File: config.mk
export PLATFORM = sky130hd
export DESIGN_NAME = spi_alu_master
export DESIGN_NICKNAME = d
export VERILOG_FILES = /design/src/rtl/alu_spi_pkg.sv /design/src/rtl/spi_sclk_gen.sv /design/src/rtl/spi_alu_master.sv
export SDC_FILE = /design/constraint.sdc
export NUM_CORES = 1
export LEC_CHECK = 0
export ABC_AREA = 1
export BUFFER_PORTS_ARGS = -buffer_cell sky130_fd_sc_hd__buf_2
export CORE_MARGIN = 3
export CORE_UTILIZATION = 57
export CTS_CLUSTER_SIZE = 30
export DETAILED_ROUTE_END_ITERATION = 16
export GPL_ROUTABILITY_DRIVEN = 0
export PLACE_DENSITY = 0.87
export REMOVE_ABC_BUFFERS = 1
export SLEW_MARGIN = 20
export SYNTH_ARGS = -nofsm -noshare
export SYNTH_HDL_FRONTEND = slang
export SYNTH_SLANG_ARGS = --single-unit
export TNS_END_PERCENT = 30
File: constraint.sdc
create_clock -name clock -period 1.7 [get_ports clock]
set_input_delay 0.34 -clock clock [delete_from_list [all_inputs] [get_ports clock]]
set_output_delay 0.34 -clock clock [all_outputs]
set_load 0.005 [all_outputs]
File: src/rtl/alu_spi_pkg.sv
// Shared definitions for the SPI ALU master.
// Covers opcodes, frame lengths, FSM states and the request frame packer.
package alu_spi_pkg;

  typedef enum logic [2:0] {
    OP_ADD  = 3'b000,
    OP_SUB  = 3'b001,
    OP_AND  = 3'b010,
    OP_OR   = 3'b011,
    OP_SHL  = 3'b100,
    OP_SHR  = 3'b101,
    OP_XOR  = 3'b110,
    OP_PASS = 3'b111
  } alu_op_e;

  localparam int TX_BITS = 67;
  localparam int RX_BITS = 32;

  typedef enum logic [2:0] {
    ST_IDLE = 3'd0,
    ST_TX   = 3'd1,
    ST_GAP  = 3'd2,
    ST_RX   = 3'd3,
    ST_DONE = 3'd4
  } state_e;

  // Request frame goes out opcode first, then opa, then opb, all MSB-first.
  function automatic logic [TX_BITS-1:0] pack_frame(input logic [2:0]  op,
                                                    input logic [31:0] a,
                                                    input logic [31:0] b);
    return {op, a, b};
  endfunction

endpackage

File: src/rtl/spi_sclk_gen.sv
// SPI mode-0 clock generator.
// sclk toggles every CLK_DIV enabled cycles; rise/fall strobes mark the cycle before each edge.
module spi_sclk_gen #(
  parameter int CLK_DIV = 4
) (
  input  logic clock,
  input  logic reset,
  input  logic i_en,
  output logic o_rise,
  output logic o_fall,
  output logic o_sclk
);

  localparam int DIV_W = (CLK_DIV > 1) ? $clog2(CLK_DIV) : 1;
  localparam logic [DIV_W-1:0] DIV_LAST = DIV_W'(CLK_DIV - 1);

  logic [DIV_W-1:0] r_div;
  logic             r_sclk;
  logic             w_tick;

  assign w_tick = i_en && (r_div == DIV_LAST);
  assign o_rise = w_tick && !r_sclk;
  assign o_fall = w_tick && r_sclk;
  assign o_sclk = r_sclk;

  // Dropping the enable parks sclk low and restarts the divider for the next frame.
  always_ff @(posedge clock or negedge reset) begin
    if (!reset) begin
      r_div  <= '0;
      r_sclk <= 1'b0;
    end else if (!i_en) begin
      r_div  <= '0;
      r_sclk <= 1'b0;
    end else if (w_tick) begin
      r_div  <= '0;
      r_sclk <= !r_sclk;
    end else begin
      r_div  <= r_div + 1'b1;
    end
  end

endmodule

File: src/rtl/spi_alu_master.sv
// SPI master that ships an ALU request (opcode, opa, opb) to a slave,
// waits a fixed gap with nss high, then clocks back a 32-bit result.
module spi_alu_master import alu_spi_pkg::*; #(
  parameter int CLK_DIV    = 4,
  parameter int GAP_CYCLES = 8
) (
  input  logic        clock,
  input  logic        reset,
  input  logic        req_valid,
  output logic        req_ready,
  input  logic [2:0]  req_opcode,
  input  logic [31:0] req_opa,
  input  logic [31:0] req_opb,
  output logic        rsp_valid,
  input  logic        rsp_ready,
  output logic [31:0] rsp_data,
  output logic        nss,
  output logic        sclk,
  output logic        mosi,
  input  logic        miso,
  output logic        busy,
  output state_e      o_state
);

  // Handshakes: a request transfers on a cycle where req_valid and req_ready
  // are both high; a response transfers where rsp_valid and rsp_ready are both high.

  localparam logic [15:0] GAP_LAST = 16'(GAP_CYCLES - 1);

  state_e              r_state;
  state_e              w_next;
  logic [TX_BITS-1:0]  r_shift;
  logic [6:0]          r_bit_cnt;
  logic [15:0]         r_gap_cnt;
  logic [RX_BITS-1:0]  r_result;
  logic [31:0]         r_rsp_data;
  logic                r_rsp_valid;
  logic                r_req_ready;
  logic                w_accept;
  logic                w_last_bit;
  logic                w_sclk_en;
  logic                w_rise;
  logic                w_fall;
  logic                w_sclk;

  assign w_accept   = req_valid && r_req_ready;
  assign w_last_bit = (r_bit_cnt == 7'd1);
  assign w_sclk_en  = (r_state == ST_TX) || (r_state == ST_RX);

  spi_sclk_gen #(.CLK_DIV(CLK_DIV)) u_sclk_gen (
    .clock  (clock),
    .reset  (reset),
    .i_en   (w_sclk_en),
    .o_rise (w_rise),
    .o_fall (w_fall),
    .o_sclk (w_sclk)
  );

  assign nss       = !w_sclk_en;
  assign sclk      = w_sclk;
  assign mosi      = (r_state == ST_TX) ? r_shift[TX_BITS-1] : 1'b0;
  assign busy      = (r_state != ST_IDLE);
  assign req_ready = r_req_ready;
  assign rsp_valid = r_rsp_valid;
  assign rsp_data  = r_rsp_data;
  assign o_state   = r_state;

  always_comb begin
    w_next = r_state;
    case (r_state)
      ST_IDLE: if (w_accept) w_next = ST_TX;
      ST_TX:   if (w_fall && w_last_bit) w_next = ST_GAP;
      ST_GAP:  if (r_gap_cnt == GAP_LAST) w_next = ST_RX;
      ST_RX:   if (w_fall && w_last_bit) w_next = ST_DONE;
      ST_DONE: if (rsp_ready) w_next = ST_IDLE;
      default: w_next = ST_IDLE;
    endcase
  end

  // req_ready is registered so it stays low through reset and rises one edge after release.
  always_ff @(posedge clock or negedge reset) begin
    if (!reset) begin
      r_state     <= ST_IDLE;
      r_req_ready <= 1'b0;
      r_shift     <= '0;
      r_bit_cnt   <= '0;
      r_gap_cnt   <= '0;
      r_result    <= '0;
      r_rsp_data  <= '0;
      r_rsp_valid <= 1'b0;
    end else begin
      r_state     <= w_next;
      r_req_ready <= (w_next == ST_IDLE);
      case (r_state)
        ST_IDLE: begin
          if (w_accept) begin
            r_shift   <= pack_frame(req_opcode, req_opa, req_opb);
            r_bit_cnt <= 7'(TX_BITS);
            r_result  <= '0;
          end
        end
        ST_TX: begin
          if (w_fall) begin
            r_shift   <= {r_shift[TX_BITS-2:0], 1'b0};
            r_bit_cnt <= r_bit_cnt - 7'd1;
          end
        end
        ST_GAP: begin
          if (w_next == ST_RX) begin
            r_gap_cnt <= '0;
            r_bit_cnt <= 7'(RX_BITS);
          end else begin
            r_gap_cnt <= r_gap_cnt + 16'd1;
          end
        end
        ST_RX: begin
          if (w_rise) r_result <= {r_result[RX_BITS-2:0], miso};
          if (w_fall) begin
            r_bit_cnt <= r_bit_cnt - 7'd1;
            if (w_last_bit) begin
              r_rsp_data  <= r_result;
              r_rsp_valid <= 1'b1;
            end
          end
        end
        ST_DONE: begin
          if (rsp_ready) r_rsp_valid <= 1'b0;
        end
        default: ;
      endcase
    end
  end

endmodule

; ---- Word-level counts from Yosys, hierarchy flattened
; Cells that the tools add are included.
[totals]
regBits = 162
inputBits = 72
output_inout_bits = 41
wordCells = 77
[op_classes]
add_sub_neg = 3
n_eq_ne = 17
muxes = 26
n_reduce_logical = 21
[ops]
columns = op, n
row1 = 67-bit two-way mux, 2
row2 = 67-bit case mux with 2 select lines, 1
row3 = 32-bit two-way mux, 2
row4 = 32-bit case mux with 2 select lines, 1
row5 = 7-bit two-way mux, 3
row6 = 7-bit case mux with 3 select lines, 1
row7 = "16-bit by 1-bit adder with 16-bit output, second input constant", 1
row8 = "16-bit by 3-bit == test with 1-bit output, second input constant", 1
row9 = 16-bit two-way mux, 1
row10 = 3-bit two-way mux, 5
row11 = 3-bit case mux with 5 select lines, 1
row12 = "2-bit inequality test, second input constant", 7
row13 = "3-bit by 2-bit == test with 1-bit output, second input constant", 3
row14 = 3-bit AND reduction, 3
row15 = 4-bit AND reduction, 2
row16 = "7-bit by 1-bit == test with 1-bit output, second input constant", 1
row17 = "7-bit by 1-bit subtractor with 7-bit output, second input constant", 1
row18 = 3-bit logical NOT, 2
row19 = 1-bit two-way mux, 6
row20 = 2-bit nonzero test, 3
row21 = 3-bit nonzero test, 2
row22 = 1-bit logical AND, 5
row23 = 2-bit two-way mux, 2
row24 = "2-bit by 1-bit inequality test with 1-bit output, second input constant", 2
row25 = other kinds (8), 9

; ---- Depth between registers and ports, before layout
[depth]
ltp_word = 10
depth_mapped = 13
mapped_depth_nobuf = 13

; ---- By module
; Synthesis repeated with hierarchy kept, for this count alone.
[hier_totals]
cells_unflattened = 918
hier_area_um2 = 7497.2
[by_module_without_submodules]
columns = mod, instances, cells_each, area_per_inst_um2, seq_area_each_um2
row1 = spi_alu_master, 1, 902, 7362.1, 3978.8
row2 = spi_sclk_gen, 1, 16, 135.1, 75.1

; ---- Worst setup path before layout
; OpenSTA, ideal clock, no wires.
[synth_timing]
kind = reg-to-output
from = register r_state[2], in the netlist o_state[2]
to = output port mosi
arrival_time_ps = 1328
required_ps = 1360
path_slack_ps = 32
stages_incl_launch_ff = 6
path_cell_list = dfrtp_1 buf_4 nor3_4 clkbuf_1 inv_1 nor2_1
[synth_between]
elab_chain_len = 2
[synth_rtl]
columns = element, line
row1 = "start, declared", spi_alu_master.sv:30  ; state_e r_state;
row2 = "start signal, assigned", spi_alu_master.sv:92  ; r_state <= w_next;
row3 = 3-bit by 1-bit == test with 1-bit output, spi_alu_master.sv:61  ; assign mosi = (r_state == ST_TX) ? r_shift[TX_BITS-1] : 1'b0;
row4 = 1-bit two-way mux, spi_alu_master.sv:61
row5 = "end, declared", spi_alu_master.sv:19  ; output logic mosi,
; No other way between the ends.

; ---- Worst setup path after layout
[layout_timing]
from = register r_state[2], in the netlist o_state[2]
to = register r_rsp_data[27], in the netlist rsp_data[27]
[layout_between]
elab_chain_len = 5
elab_cells_between_ends = 6
classes_between = eq/ne (2) / reduce/logical (4)
[layout_rtl]
columns = element, line
row1 = 3-bit by 1-bit == test with 1-bit output / 3-bit by 2-bit == test with 1-bit output (equally long branches), "spi_alu_master.sv:48, spi_alu_master.sv:94"
row2 = 1-bit logical OR, spi_alu_master.sv:48  ; assign w_sclk_en = (r_state == ST_TX) || (r_state == ST_RX);
row3 = 1-bit logical AND, spi_sclk_gen.sv:21  ; assign w_tick = i_en && (r_div == DIV_LAST);
row4 = 1-bit logical AND, spi_sclk_gen.sv:23  ; assign o_fall = w_tick && r_sclk;
row5 = 3-bit AND reduction (no line) (*), --
row6 = "end signal, assigned", spi_alu_master.sv:121  ; r_rsp_data <= r_result;
row7 = "end, declared", spi_alu_master.sv:36  ; logic [31:0] r_rsp_data;
; Mark *: on every way between the ends. The rest lies on a longest branch, timed or not.
; A chain may end at the register's enable or synchronous reset.

==> impl_results.rst <==
.. list-table::
   :header-rows: 1

   * - Metric
     - Value
   * - Status
     - complete, but fails checks
   * - Violated checks
     - setup timing
   * - Clock period minus final worst setup slack
     - 2.025 ns
   * - Post-synth EDFFs
     - 0
   * - Actual slew at the worst max-slew pin
     - 0.4623 ns
   * - Vias
     - 7075
   * - CTS HTree Levels
     - 4
   * - Final nets
     - 1082
   * - Post-route total power
     - 15.76 mW
   * - Worst vdd rail ir drop
     - 1089 µV
   * - Top-level I/O count
     - 113
   * - P per Cell Area
     - 1487 nW/µm²
   * - Nature of the critical path startpoint
     - register
   * - Fin area
     - 10590 µm²
   * - Most frequent standard cell in the layout excluding fill and tap cells
     - sky130_fd_sc_hd__dfrtp_1
   * - Via count of the first global-routing pass
     - 6632
   * - Core region area
     - 12770 µm²
   * - Fin. Hold Viols
     - 0
   * - CTS Buf Count
     - 17
   * - Highest-count cells in the layout ignoring fill and taps
     - sky130_fd_sc_hd__dfrtp_1 (162), sky130_fd_sc_hd__inv_1 (128), sky130_fd_sc_hd__nand2_1 (116)
   * - Worst relative slew slack
     - 0.6892
   * - Die outline width
     - 120.8 µm
   * - Final setup margin
     - -0.3250 ns
   * - Clock Path Buffers
     - 2
   * - Final count of negative-setup-slack endpoints
     - 151
   * - First-pass GRT wire length
     - 32.66 mm
   * - Worst-Skew Late Latency
     - 0.44 ns
   * - Worst path arrival time
     - 2.37 ns
   * - Largest net degree at the start of global routing
     - 65
   * - Worst min-delay path category
     - primary input to register
   * - Fraction of layout cells with a size suffix above 1
     - 0.3690
   * - Sum of routed wire length over all layers
     - 24.75 mm
   * - Area enclosed by the die boundary
     - 14590 µm²
   * - Clock sink count
     - 162
   * - Pins over their slew limit
     - 0
   * - Worst-path maximum fanout
     - 16
   * - Clock tree from TritonCTS
     - done
   * - FP Rows
     - 41
   * - Max capacitance violation total
     - 0
   * - Layout overhead on the synthesized area
     - 41.07%
   * - Post-DRT Antenna Nets
     - 0
   * - Number of inserted diodes
     - 0
   * - Post-synthesis sequential area ratio
     - 0.5398
   * - Number of input and output port buffers inserted
     - 112
   * - Total number of yosys warnings
     - 0
   * - GRT Residual Overflow
     - 0
   * - Static Leak
     - 5.229 nW
   * - Capturing element type of the critical path
     - register
   * - Overall track demand over capacity in global routing
     - 0.2856
   * - Final clock period utilization by the worst path
     - 1.191
   * - Number of antenna violations at the first check in global routing
     - 0
   * - Drt wl/cell
     - 20.78 µm
   * - DRC Markers
     - 0
   * - Initial Utilization
     - 0.5879
   * - Netlist area before placement
     - 7510 µm²
   * - RSZ-0062 raised after global routing
     - yes
   * - HPWL after detailed placement
     - 10.95 mm
   * - Final core utilization
     - 0.8294
   * - Cell area reported after detailed placement
     - 8587 µm²
   * - Required time at the worst-slack endpoint
     - 2.04 ns
   * - Synth cell types
     - 42
   * - Post-synthesis sequential element count
     - 162
   * - Filler cell count
     - 605
   * - Length of the first detailed-routing pass in iterations
     - 6
   * - Clock Tree Root
     - sky130_fd_sc_hd__clkbuf_16
   * - Clk pin slew, worst setup/hold paths
     - 0.07 ns
   * - Via-to-Cell Ratio
     - 5.940
   * - Predominant post-synthesis flop cell
     - sky130_fd_sc_hd__dfrtp_1
   * - Worst hold slack
     - 0.1433 ns
   * - Async set-reset flop share out of synthesis
     - 1.000
   * - Height of the chip
     - 120.8 µm
   * - Syn Area/Cell
     - 9.181 µm²
   * - Worst setup path category
     - register to register
   * - Final setup skew
     - 0.009094 ns
   * - Instance count of the mapped netlist
     - 818
   * - Maximum clock frequency
     - 0.4938 GHz
   * - First DRT Iteration DRCs
     - 671
[metal layers]
metal | up-vias | GRT usage | routed length [µm]
li1 | 3080 | - | -
met4 | 0 | 0.1289 | 1212
met3 | 111 | 0.06829 | 2011
met1 | 3443 | 0.3637 | 8897
met2 | 441 | 0.4656 | 12620
met5 | - | 0 | 0
[worst paths after layout]
check                                                    from                            end  slack (ns)  cells past startpoint
worst max-delay path                     o_state[2]$_DFF_PN0_       rsp_data[27]$_DFFE_PN0P_       -0.33                     10
worst min-delay path                               req_opb[0]         r_shift[0]$_DFFE_PN0P_        0.14                      3
worst max register to register           o_state[2]$_DFF_PN0_       rsp_data[27]$_DFFE_PN0P_       -0.33                     10
worst min register to register  u_sclk_gen.r_div[0]$_DFF_PN0_  u_sclk_gen.r_div[0]$_DFF_PN0_        0.47                      1
max in group asynchronous                               reset        rsp_data[0]$_DFFE_PN0P_        0.68                      3
min in group asynchronous                               reset         r_shift[0]$_DFFE_PN0P_        0.40                      2
[kinds of logic after synthesis]
logic type               after synthesis  synth area share
flip-flops                           162            0.5398
buffers and inverters                179            0.1046
adder cells (fa/ha/maj)                4          0.006665
AND/OR/NAND/NOR                      248            0.1516
XOR/XNOR                              11           0.01283
multiplexers                           1          0.001333
AO/OA/AOI/OAI                        213            0.1831
[repair_timing]
action                                 4_1_cts  5_1_grt
setup buffers                               23        9
gates cloned                                13       14
hold buffers                                 1        0
endpoints found under the hold margin       40        0
pin swaps                                    7       10
resized for setup                           60      157
setup endpoints to repair                   70      151
[state kept, by name, summed over array words and instances, names as in the netlist]
signal / cells
req_ready: 1
r_shift: 67
r_result: 32
r_gap_cnt: 16
u_sclk_gen.r_div: 2
rsp_valid: 1
r_bit_cnt: 7
u_sclk_gen.o_sclk: 1
o_state: 3
rsp_data: 32
[through the flow]
stage               setup TNS (ns)  cells  worst slack, ns
floorplan                  -180.42    773           -2.210
global placement                 0   1104          0.04383
detailed placement        -0.09248   1104         -0.03725
CTS                         -9.565   1173          -0.1884
global route                -28.89   1191          -0.3718
finish                      -21.74   1191          -0.3250
[where the power goes]
part | switching, mW | internal [mW] | total [mW] | leakage (nW)
clock network | 1.62 | 2.09 | 3.71 | 0.276
logic | 4.03 | 2.92 | 6.96 | 2.80
registers | 0.377 | 4.71 | 5.09 | 2.15
total | 6.03 | 9.73 | 15.8 | 5.23
[cell type report]
| type | count | area (µm²) | area share |
|---|---|---|---|
| well taps | 172 | 215.2 | 0.02031 |
| inverters | 134 | 513.0 | 0.04842 |
| repair buffers | 214 | 2137 | 0.2017 |
| multi-input cells | 477 | 3109 | 0.2935 |
| clock inverters | 12 | 108.9 | 0.01028 |
| clock buffers | 20 | 456.7 | 0.04311 |
| flip-flops and latches | 162 | 4054 | 0.3827 |
[synth_stat cells, types with 2 or more instances]
library cell,count,area share
sky130_fd_sc_hd__nor3_1,6,0.0040
sky130_fd_sc_hd__o21ai_2,4,0.0047
sky130_fd_sc_hd__nand2_2,2,0.0017
sky130_fd_sc_hd__nand3_1,57,0.038
sky130_fd_sc_hd__o211ai_2,20,0.033
sky130_fd_sc_hd__clkbuf_1,25,0.012
sky130_fd_sc_hd__xnor2_1,2,0.0023
sky130_fd_sc_hd__buf_8,5,0.010
sky130_fd_sc_hd__nand2_1,134,0.067
sky130_fd_sc_hd__ha_1,4,0.0067
sky130_fd_sc_hd__nand2_4,2,0.0030
sky130_fd_sc_hd__nor2_2,2,0.0017
sky130_fd_sc_hd__or2_2,2,0.0017
sky130_fd_sc_hd__nand4_1,5,0.0042
sky130_fd_sc_hd__buf_2,11,0.0073
sky130_fd_sc_hd__inv_1,131,0.065
sky130_fd_sc_hd__and3_1,3,0.0025
sky130_fd_sc_hd__nor2_1,26,0.013
sky130_fd_sc_hd__o21ai_0,76,0.051
sky130_fd_sc_hd__o211ai_1,46,0.046
sky130_fd_sc_hd__buf_12,2,0.0053
sky130_fd_sc_hd__inv_2,2,0.0010
sky130_fd_sc_hd__xor2_1,9,0.010
sky130_fd_sc_hd__nor2_4,2,0.0030
sky130_fd_sc_hd__a21oi_1,5,0.0033
sky130_fd_sc_hd__nand3_2,2,0.0027
sky130_fd_sc_hd__o21ai_1,57,0.038
sky130_fd_sc_hd__dfrtp_1,162,0.54
[worst max-delay path, cell delays in order, from the launching register on]
cell and delay [ns]:
sky130_fd_sc_hd__dfrtp_1 0.41, sky130_fd_sc_hd__buf_6 0.14, sky130_fd_sc_hd__buf_6 0.12, sky130_fd_sc_hd__nor2_8 0.14, sky130_fd_sc_hd__nand3_4 0.11, sky130_fd_sc_hd__buf_6 0.15
sky130_fd_sc_hd__nor2_4 0.09, sky130_fd_sc_hd__buf_6 0.11, sky130_fd_sc_hd__nand3_4 0.19, sky130_fd_sc_hd__buf_6 0.25, sky130_fd_sc_hd__o21ai_0 0.21
Power figures use the tool's default switching activity.
